### config.mk
export PLATFORM = sky130hd
export DESIGN_NAME = ofmap_glb_writer
export DESIGN_NICKNAME = d
export VERILOG_FILES = /design/src/rtl/ofmap_glb_pkg.sv /design/src/rtl/ofmap_row_fifo.sv /design/src/rtl/ofmap_glb_writer.sv
export SDC_FILE = /design/constraint.sdc
export NUM_CORES = 1
export LEC_CHECK = 0
export ABC_CLOCK_PERIOD_IN_PS = 5100
export BUFFER_PORTS_ARGS = -buffer_cell sky130_fd_sc_hd__buf_4
export CAP_MARGIN = 40
export CORE_MARGIN = 8
export CORE_UTILIZATION = 50
export DETAILED_ROUTE_END_ITERATION = 8
export GPL_ROUTABILITY_DRIVEN = 0
export PLACE_DENSITY = 0.71
export SYNTH_ARGS = -nofsm -noshare
export SYNTH_HDL_FRONTEND = slang
export SYNTH_SLANG_ARGS = --single-unit
### constraint.sdc
create_clock -name clk -period 5.1 [get_ports clk]
set_input_delay 1.02 -clock clk [delete_from_list [all_inputs] [get_ports clk]]
set_output_delay 1.02 -clock clk [all_outputs]
set_load 0.02 [all_outputs]
### src/rtl/ofmap_glb_pkg.sv
// ofmap_glb_pkg: shared state type and sizing helpers for the ofmap GLB writer.
package ofmap_glb_pkg;
    typedef enum logic [1:0] {IDLE, RUN, DRAIN, DONE} state_t;
    localparam int DEF_PE_SIZE    = 14;
    localparam int DEF_DATA_WIDTH = 8;
    localparam int ROW_WIDTH      = DEF_DATA_WIDTH * DEF_PE_SIZE;
    function automatic int cnt_width(input int n);
        return $clog2(n + 1);
    endfunction
endpackage

### src/rtl/ofmap_row_fifo.sv
// ofmap_row_fifo: synchronous row FIFO; pointers carry a wrap bit so full and empty are distinct.
module ofmap_row_fifo #(
    parameter int DEPTH = 4,
    parameter int WIDTH = 112
)(
    input  logic             clk,
    input  logic             rst_n,
    input  logic             push,
    input  logic             pop,
    input  logic [WIDTH-1:0] wdata,
    output logic [WIDTH-1:0] rdata,
    output logic             full,
    output logic             empty
);
    localparam int AW = $clog2(DEPTH);
    logic [AW:0] wptr, rptr;
    logic [WIDTH-1:0] mem [DEPTH];
    always_ff @(posedge clk or negedge rst_n) begin
        if (!rst_n) begin
            wptr <= '0;
            rptr <= '0;
        end else begin
            if (push) wptr <= wptr + 1'b1;
            if (pop) rptr <= rptr + 1'b1;
        end
    end
    // Storage is not reset; only the pointers define what is valid.
    always_ff @(posedge clk) begin
        if (push) mem[wptr[AW-1:0]] <= wdata;
    end
    assign rdata = mem[rptr[AW-1:0]];
    assign empty = wptr == rptr;
    assign full  = (wptr[AW] != rptr[AW]) && (wptr[AW-1:0] == rptr[AW-1:0]);
endmodule

### src/rtl/ofmap_glb_writer.sv
// ofmap_glb_writer: buffers accumulator ofmap rows and writes them to GLB at consecutive addresses.
// Define OFMAP_RELU_EN to clamp negative lanes to zero as rows are captured.
module ofmap_glb_writer
    import ofmap_glb_pkg::*;
#(
    parameter int PE_SIZE       = DEF_PE_SIZE,
    parameter int DATA_WIDTH    = DEF_DATA_WIDTH,
    parameter int ADDR_WIDTH    = 16,
    parameter int OFMAP_ROW_NUM = 294,
    parameter int BUF_DEPTH     = 4
)(
    input  logic                          clk,
    input  logic                          rst_n,
    input  logic                          start_i,
    input  logic [ADDR_WIDTH-1:0]         base_addr_i,
    input  logic [DATA_WIDTH*PE_SIZE-1:0] ofmap_row_i,
    input  logic                          ofmap_valid_i,
    output logic                          glb_wren_o,
    output logic [ADDR_WIDTH-1:0]         glb_addr_o,
    output logic [DATA_WIDTH*PE_SIZE-1:0] glb_wdata_o,
    input  logic                          glb_ready_i,
    output logic                          busy_o,
    output logic                          done_o,
    output logic                          overflow_o
);
    localparam int RW = DATA_WIDTH * PE_SIZE;
    localparam int CW = cnt_width(OFMAP_ROW_NUM);
    localparam logic [CW-1:0] LAST = CW'(OFMAP_ROW_NUM - 1);
    state_t state, state_nx;
    logic [ADDR_WIDTH-1:0] addr;
    logic [CW-1:0] rows_in, rows_out;
    logic overflow, full, empty, push, pop, wren;
    logic [RW-1:0] row_st, head;
    assign wren = !empty && (state == RUN || state == DRAIN);
    assign pop  = wren && glb_ready_i;
    // A full buffer still accepts a row when the head leaves in the same cycle.
    assign push = state == RUN && ofmap_valid_i && (!full || pop);
`ifdef OFMAP_RELU_EN
    always_comb begin
        row_st = ofmap_row_i;
        for (int k = 0; k < PE_SIZE; k++)
            row_st[DATA_WIDTH*k +: DATA_WIDTH] = ofmap_row_i[DATA_WIDTH*k + DATA_WIDTH-1] ? '0 : ofmap_row_i[DATA_WIDTH*k +: DATA_WIDTH];
    end
`else
    assign row_st = ofmap_row_i;
`endif
    ofmap_row_fifo #(.DEPTH(BUF_DEPTH), .WIDTH(RW)) u_fifo (
        .clk(clk), .rst_n(rst_n), .push(push), .pop(pop),
        .wdata(row_st), .rdata(head), .full(full), .empty(empty)
    );
    always_comb begin
        state_nx = state;
        case (state)
            IDLE:    state_nx = start_i ? RUN : IDLE;
            RUN:     state_nx = (push && rows_in == LAST) ? DRAIN : RUN;
            DRAIN:   state_nx = (pop && rows_out == LAST) ? DONE : DRAIN;
            default: state_nx = IDLE;
        endcase
    end
    always_ff @(posedge clk or negedge rst_n) begin
        if (!rst_n) state <= IDLE;
        else state <= state_nx;
    end
    always_ff @(posedge clk or negedge rst_n) begin
        if (!rst_n) begin
            addr     <= '0;
            rows_in  <= '0;
            rows_out <= '0;
            overflow <= 1'b0;
        end else if (state == IDLE && start_i) begin
            addr     <= base_addr_i;
            rows_in  <= '0;
            rows_out <= '0;
            overflow <= 1'b0;
        end else begin
            if (ofmap_valid_i && !push) overflow <= 1'b1;
            if (push) rows_in <= rows_in + 1'b1;
            if (pop) begin
                addr     <= addr + 1'b1;
                rows_out <= rows_out + 1'b1;
            end
        end
    end
    assign glb_wren_o  = wren;
    assign glb_addr_o  = addr;
    assign glb_wdata_o = wren ? head : '0;
    assign busy_o      = state == RUN || state == DRAIN;
    assign done_o      = state == DONE;
    assign overflow_o  = overflow;
endmodule

==> metrics.cfg, run 1 <==
[final_layout]
finish.net_count=1414
drive_gt1_share_pct=36.8
fillCellCount=2756
syn_to_final_growth_pct=22.3
multi_input_area_mm2=0.00457
regArea_mm2=0.0145

[routing]
post_drt_wl_per_cell_um=22.9
route.final.wire_length_um=41800
drtIter0Drc=886
drtAntennaViolNets=0
vias=10352
dr.pass1.iters=5
viasPerCell=5.67
drc_errors=0

[synth]
async_flop_share_pct=8.76
synth_edf_count=448
synth-main-ff-cell=edfxtp_1
ys_seq_elements=491
syn_inst=995
ys_types=39
synthesis.nets=1143
synth.yosys.warnings=0
yosysSeqAreaShare_pct=75.0
postSynthAreaPerCell_um2=19.5
netlist_area_mm2=0.0194

[power]
clkPwrFrac_pct=23.9
power_leakage_nw=8.55
total_power_w=0.0153
p_comb_share_pct=39.3
internal_power_w=0.0102
power_density_mw_per_mm2=646
switchingPower_w=0.00517
power_frac_seq_pct=36.7
switching_share_pct=33.7
vdd_drop_max_mv=0.423

[cts]
cts_setup_buffers=0
max-clock-path-buffers=3
clk_pin_slew_ns=0.06
cts_buffers=49
cts_root_buffer=clkbuf_16
cts.sink_count=491
cts_hold_buf=0
clock_latency_ns=0.59
post_cts_resized=0
cts_tree=done
cts-htree-levels=2

[timing]
hold_violations=0
fin_skew_ns=0.0166
fin_tns_setup_ns=0
rsz0062_at_grt=no
slew_viol_final=0
fmax_mhz=254
fin_crit_ns=3.94
maxSlewHeadroom_pct=47.4
worstMarginPinSlew_ns=0.787
post-route-period-util_pct=77.2
setup_viol=0

[critical_path]
crit_path_end=glb_wdata_o[70]
path_class=flop to output pin
cp_data_arrival_time_ns=2.92
end_kind=output pin
worst-r2r-cell-count=7
crit-reg2reg-launch=state[1]
reg2reg_to=u_fifo.mem[1][48]
r2r_slack_ns=1.80
critPathMaxFanout=66
worstPathRequired_ns=4.08
startpoint_type=flop
cp-startpoint=u_fifo.rptr[0]

[global_routing]
antenna_found_initial=4
track_usage_pct=18.5
grt_pass1_wl_um=64000
grt_pass1_vias=10827
gr-total-overflow=0
grt_max_degree=115

[floorplan]
fp-row-count=72
die_h_um=213
dieWidth_um=213
core_area_mm2=0.0385
ios=265
initial_core_util_pct=50.4
die_area_mm2=0.0453

[min_path]
min_path_type=primary input to async pin

[run_status]
status=complete, no violations

[placed_design]
dp_hpwl_um=25400
port_buffers=264

[job]
drv_cap=0

-- placed cells by master, fill, tap and decap left out, types with 3 or more instances in the layout --
master     synthesis  routed
mux4_2           112     112
buf_4              2     273
a31oi_1           14      14
edfxtp_1         448     448
a31o_2             3       3
inv_1             12      12
nand4_1            3       3
and3_1           116     116
bufinv_16          0       8
ha_1              15      14
o21ai_0           14      14
dfrtp_1           43      41
buf_12             0       8
nand2_1           28      28
and2_1             7       3
nor2_1            19      19
clkbuf_16          0      49
clkbuf_1          42       9
xnor2_1            8       8
clkinv_2           0       7
a21oi_1           13      13
clkinv_1           0       9
nand3_1           16      15
or4_1             15      15
or3_1             11      11
and2_4             0       4
o31ai_1           12      12
nor4_1             3       3
-- critical path: stages, from the launching register on --
cell     delay (ns)
dfrtp_4        0.86
xnor2_2        0.26
nand3_4        0.14
buf_4          0.51
and3_1         0.33
buf_4          0.16
-- routing by layer --
layer / vias to the layer above / track usage (%) / share of wire (%)
li1: 4630 / - / -
met1: 5338 / 24.4 / 41
met3: 55 / 4.83 / 8.0
met2: 325 / 30.1 / 49
met5: - / 0 / 0.062
met4: 4 / 5.52 / 1.8
-- flip-flops by register name, summed over array words and instances, names as in the netlist --
signal,cells
glb_addr_o,16
overflow_o,1
rows_in,9
rows_out,9
state,2
u_fifo.mem,448
u_fifo.rptr,3
u_fifo.wptr,3
-- synth_stat cells (2+ instances only) --
master | count | share of area, %
a211oi_1 | 2 | 0.077
a21oi_1 | 13 | 0.34
a31o_2 | 3 | 0.14
a31oi_1 | 14 | 0.45
and2_1 | 7 | 0.23
and3_1 | 116 | 3.7
buf_1 | 2 | 0.039
buf_2 | 16 | 0.41
buf_4 | 2 | 0.077
clkbuf_1 | 42 | 0.81
dfrtp_1 | 43 | 5.6
edfxtp_1 | 448 | 69
ha_1 | 15 | 0.97
inv_1 | 12 | 0.23
mux4_2 | 112 | 13
nand2_1 | 28 | 0.54
nand2b_1 | 2 | 0.065
nand3_1 | 16 | 0.41
nand4_1 | 3 | 0.097
nand4b_1 | 2 | 0.090
nor2_1 | 19 | 0.37
nor3_1 | 2 | 0.052
nor4_1 | 3 | 0.097
o21ai_0 | 14 | 0.36
o31a_1 | 2 | 0.090
o31ai_1 | 12 | 0.46
or3_1 | 11 | 0.36
or4_1 | 15 | 0.58
xnor2_1 | 8 | 0.36
xor2_1 | 2 | 0.090
-- power groups by stage --
stage	clock network, W	registers [W]	logic, W
floorplan	0	0.00570	0.00373
global placement	0	0.00568	0.00610
detailed placement	0	0.00572	0.00611
CTS	0.00375	0.00564	0.00615
global route	0.00390	0.00572	0.00644
finish	0.00367	0.00563	0.00603
-- kinds of logic (layout without fill, tap and decap cells) --
| family | after synthesis | count (layout) | share of synthesized area (%) |
|---|---|---|---|
| other cells | 0 | 2 | 0 |
| fa+ha+maj | 15 | 15 | 0.968 |
| mux | 113 | 113 | 13.1 |
| flops | 491 | 491 | 75.0 |
| simple gates | 225 | 225 | 6.69 |
| buf+inv | 75 | 385 | 1.63 |
| compound gates | 65 | 65 | 2.16 |
| xor+xnor | 11 | 11 | 0.536 |
-- worst min-delay path by stage --
stage | start | to | slack (ns) | cells past startpoint
3_3_place_gp | overflow_o | overflow_o | 0.50 | 2
5_1_grt | rst_n | rows_in[7] | 0.47 | 1
6_report | rst_n | rows_in[7] | 0.44 | 1
3_5_place_dp | u_fifo.rptr[2] | u_fifo.rptr[2] | 0.52 | 1
4_1_cts | rst_n | glb_addr_o[0] | 0.44 | 1
2_1_floorplan | u_fifo.wptr[2] | u_fifo.wptr[2] | 0.50 | 1
-- cell type report --
class	count	area share (%)
clock inverter	31	1.61
sequential	491	61.3
multi-input combinational	429	19.3
tap	518	2.73
antenna	2	0.0211
clock buffer	59	5.37
timing repair buffer	283	9.48
inverter	12	0.190
-- metrics by stage --
| stage | instance area, um2 | setup slack [ns] | hold slack, ns | cells | utilization [%] |
|---|---|---|---|---|---|
| 2_1_floorplan | 19400 | 0.274 | 0.498 | 995 | - |
| 3_3_place_gp | 22000 | 1.75 | 0.504 | 1731 | 57.2 |
| 3_5_place_dp | 22100 | 1.74 | 0.524 | 1733 | 57.3 |
| 4_1_cts | 23700 | 1.10 | 0.443 | 1823 | 61.6 |
| 5_1_grt | 23700 | 0.963 | 0.471 | 1823 | 61.6 |
| 6_report | 23700 | 1.16 | 0.440 | 1825 | 61.6 |
Note: power is estimated with default switching activity, not from simulation.
==> run 2: changes to the inputs <==
Settings changed: ABC_CLOCK_PERIOD_IN_PS 5100 to 3900.
Clock period 5.1 ns to 3.9 ns, I/O delays scaled along.
==> run 2 against run 1 <==
Die area unchanged. Cell count up 0.33%. Total power increased by 32%. Register-to-register slack got worse by 0.45 ns. Utilization is 0.36 points higher. Clock-buffer cell count shrank 1. Sequential share of layout area fell by 0.35 points. Setup slack lost 0.78 ns. Combinational power grew 33%. Critical path depth did not move. Design area increased by 0.58%. Critical endpoint is now glb_wdata_o[74]. Largest cell class unchanged. Largest power group unchanged. Highest routed layer unchanged.
==> metrics.cfg, run 2 (synthesized netlist as in run 1, its figures left out) <==
[power]
power_leakage_nw=8.63
vdd_drop_max_mv=0.631
total_power_w=0.0202
power_density_mw_per_mm2=846

[cts]
cts_buffers=50
max-clock-path-buffers=3
clock_latency_ns=0.58
cts-htree-levels=2
cts_hold_buf=0
clk_pin_slew_ns=0.06
post_cts_resized=0
cts_root_buffer=clkbuf_16
cts_tree=done
cts_setup_buffers=0
cts.sink_count=491

[floorplan]
initial_core_util_pct=50.4
die_area_mm2=0.0453
ios=265
dieWidth_um=213
core_area_mm2=0.0385
die_h_um=213
fp-row-count=72

[timing]
fin_skew_ns=0.0110
worstMarginPinSlew_ns=0.757
fmax_mhz=285
rsz0062_at_grt=no
holdWs_ns=0.200
hold_violations=0
fin_crit_ns=3.51
fin_tns_setup_ns=0
maxSlewHeadroom_pct=49.5
setup_viol=0
slew_viol_final=0
post-route-period-util_pct=90.1

[global_routing]
grt_pass1_wl_um=63400
grt_max_degree=115
grt_use_met3_pct=4.87
grt_use_met1_pct=24.5
antenna_found_initial=4
grt_pass1_vias=10783
busiest_layer=met2
gr-total-overflow=0
track_usage_pct=18.3
met2_usage_pct=29.3

[routing]
drtIter0Drc=702
route.final.wire_length_um=41400
drc_errors=0
vias=10214
viasPerCell=5.58
post_drt_wl_per_cell_um=22.6
dr.pass1.iters=4
drtAntennaViolNets=0

[critical_path]
worstPathRequired_ns=3.12
cp_data_arrival_time_ns=2.73
critPathMaxFanout=58
end_kind=output pin
path_class=flop to output pin
startpoint_type=flop

[final_layout]
fillCellCount=2681
finish.net_count=1419
syn_to_final_growth_pct=23.0
layout.cells.non_filler=1831
drive_gt1_share_pct=37.3
final_cell_mix=448 x edfxtp_1, 272 x buf_4, 116 x and3_1
final_common_cell=edfxtp_1
fin_util_pct=62.0
largest_reg_flops=448

[min_path]
min_path_type=primary input to async pin

[placed_design]
dp.cells=1737
dp_hpwl_um=25100
port_buffers=264

[run_status]
status=complete, no violations

[job]
drv_cap=0

-- run 2: worst paths after layout --
| path | slack [ns] | end | startpoint | depth (start not counted) |
|---|---|---|---|---|
| setup reg to reg | 1.35 | u_fifo.mem[3][30] | state[0] | 7 |
| hold reg to reg | 0.52 | overflow_o | overflow_o | 2 |
| min in group clk | 0.40 | u_fifo.mem[2][99] | ofmap_row_i[99] | 1 |
| hold / removal | 0.20 | glb_addr_o[2] | rst_n | 1 |
| setup / recovery | 0.39 | glb_wdata_o[74] | u_fifo.rptr[0] | 5 |
| max in group asynchronous | 3.24 | u_fifo.rptr[0] | rst_n | 1 |
-- run 2: power by group --
group / internal (W) / total, W / switching (W)
clock: 0.00293 / 0.00486 / 0.00192
sequential: 0.00690 / 0.00727 / 0.000370
combinational: 0.00359 / 0.00805 / 0.00446
-- run 2: routing by layer --
layer / part of all wire (%) / wire length (um)
met1: 43 / 17700
met4: 2.2 / 907
met5: 0.097 / 40
met2: 48 / 19800
met3: 7.0 / 2880
-- run 2: final cells by class --
type / instances / area (um2) / area share, %
Multi-Input combinational cell: 429 / 4570 / 19.2
Clock buffer: 58 / 1310 / 5.50
Timing Repair Buffer: 287 / 2350 / 9.86
Tap cell: 518 / 648 / 2.72
Antenna cell: 1 / 2.50 / 0.0105
Sequential cell: 491 / 14500 / 60.9
Inverter: 12 / 45.0 / 0.189
Clock inverter: 35 / 382 / 1.60
-- run 2: worst max-delay path: stages (launching register included) --
cell	delay, ns
dfrtp_4	0.44
buf_12	0.43
buf_12	0.33
mux4_2	0.56
and3_1	0.21
buf_4	0.16
-- run 2: stage by stage --
step	cell area [um2]	setup slack [ns]
floorplan	19400	0.344
global placement	22100	0.918
detailed placement	22200	0.924
CTS	23800	0.295
global route	23800	0.219
finish	23900	0.386
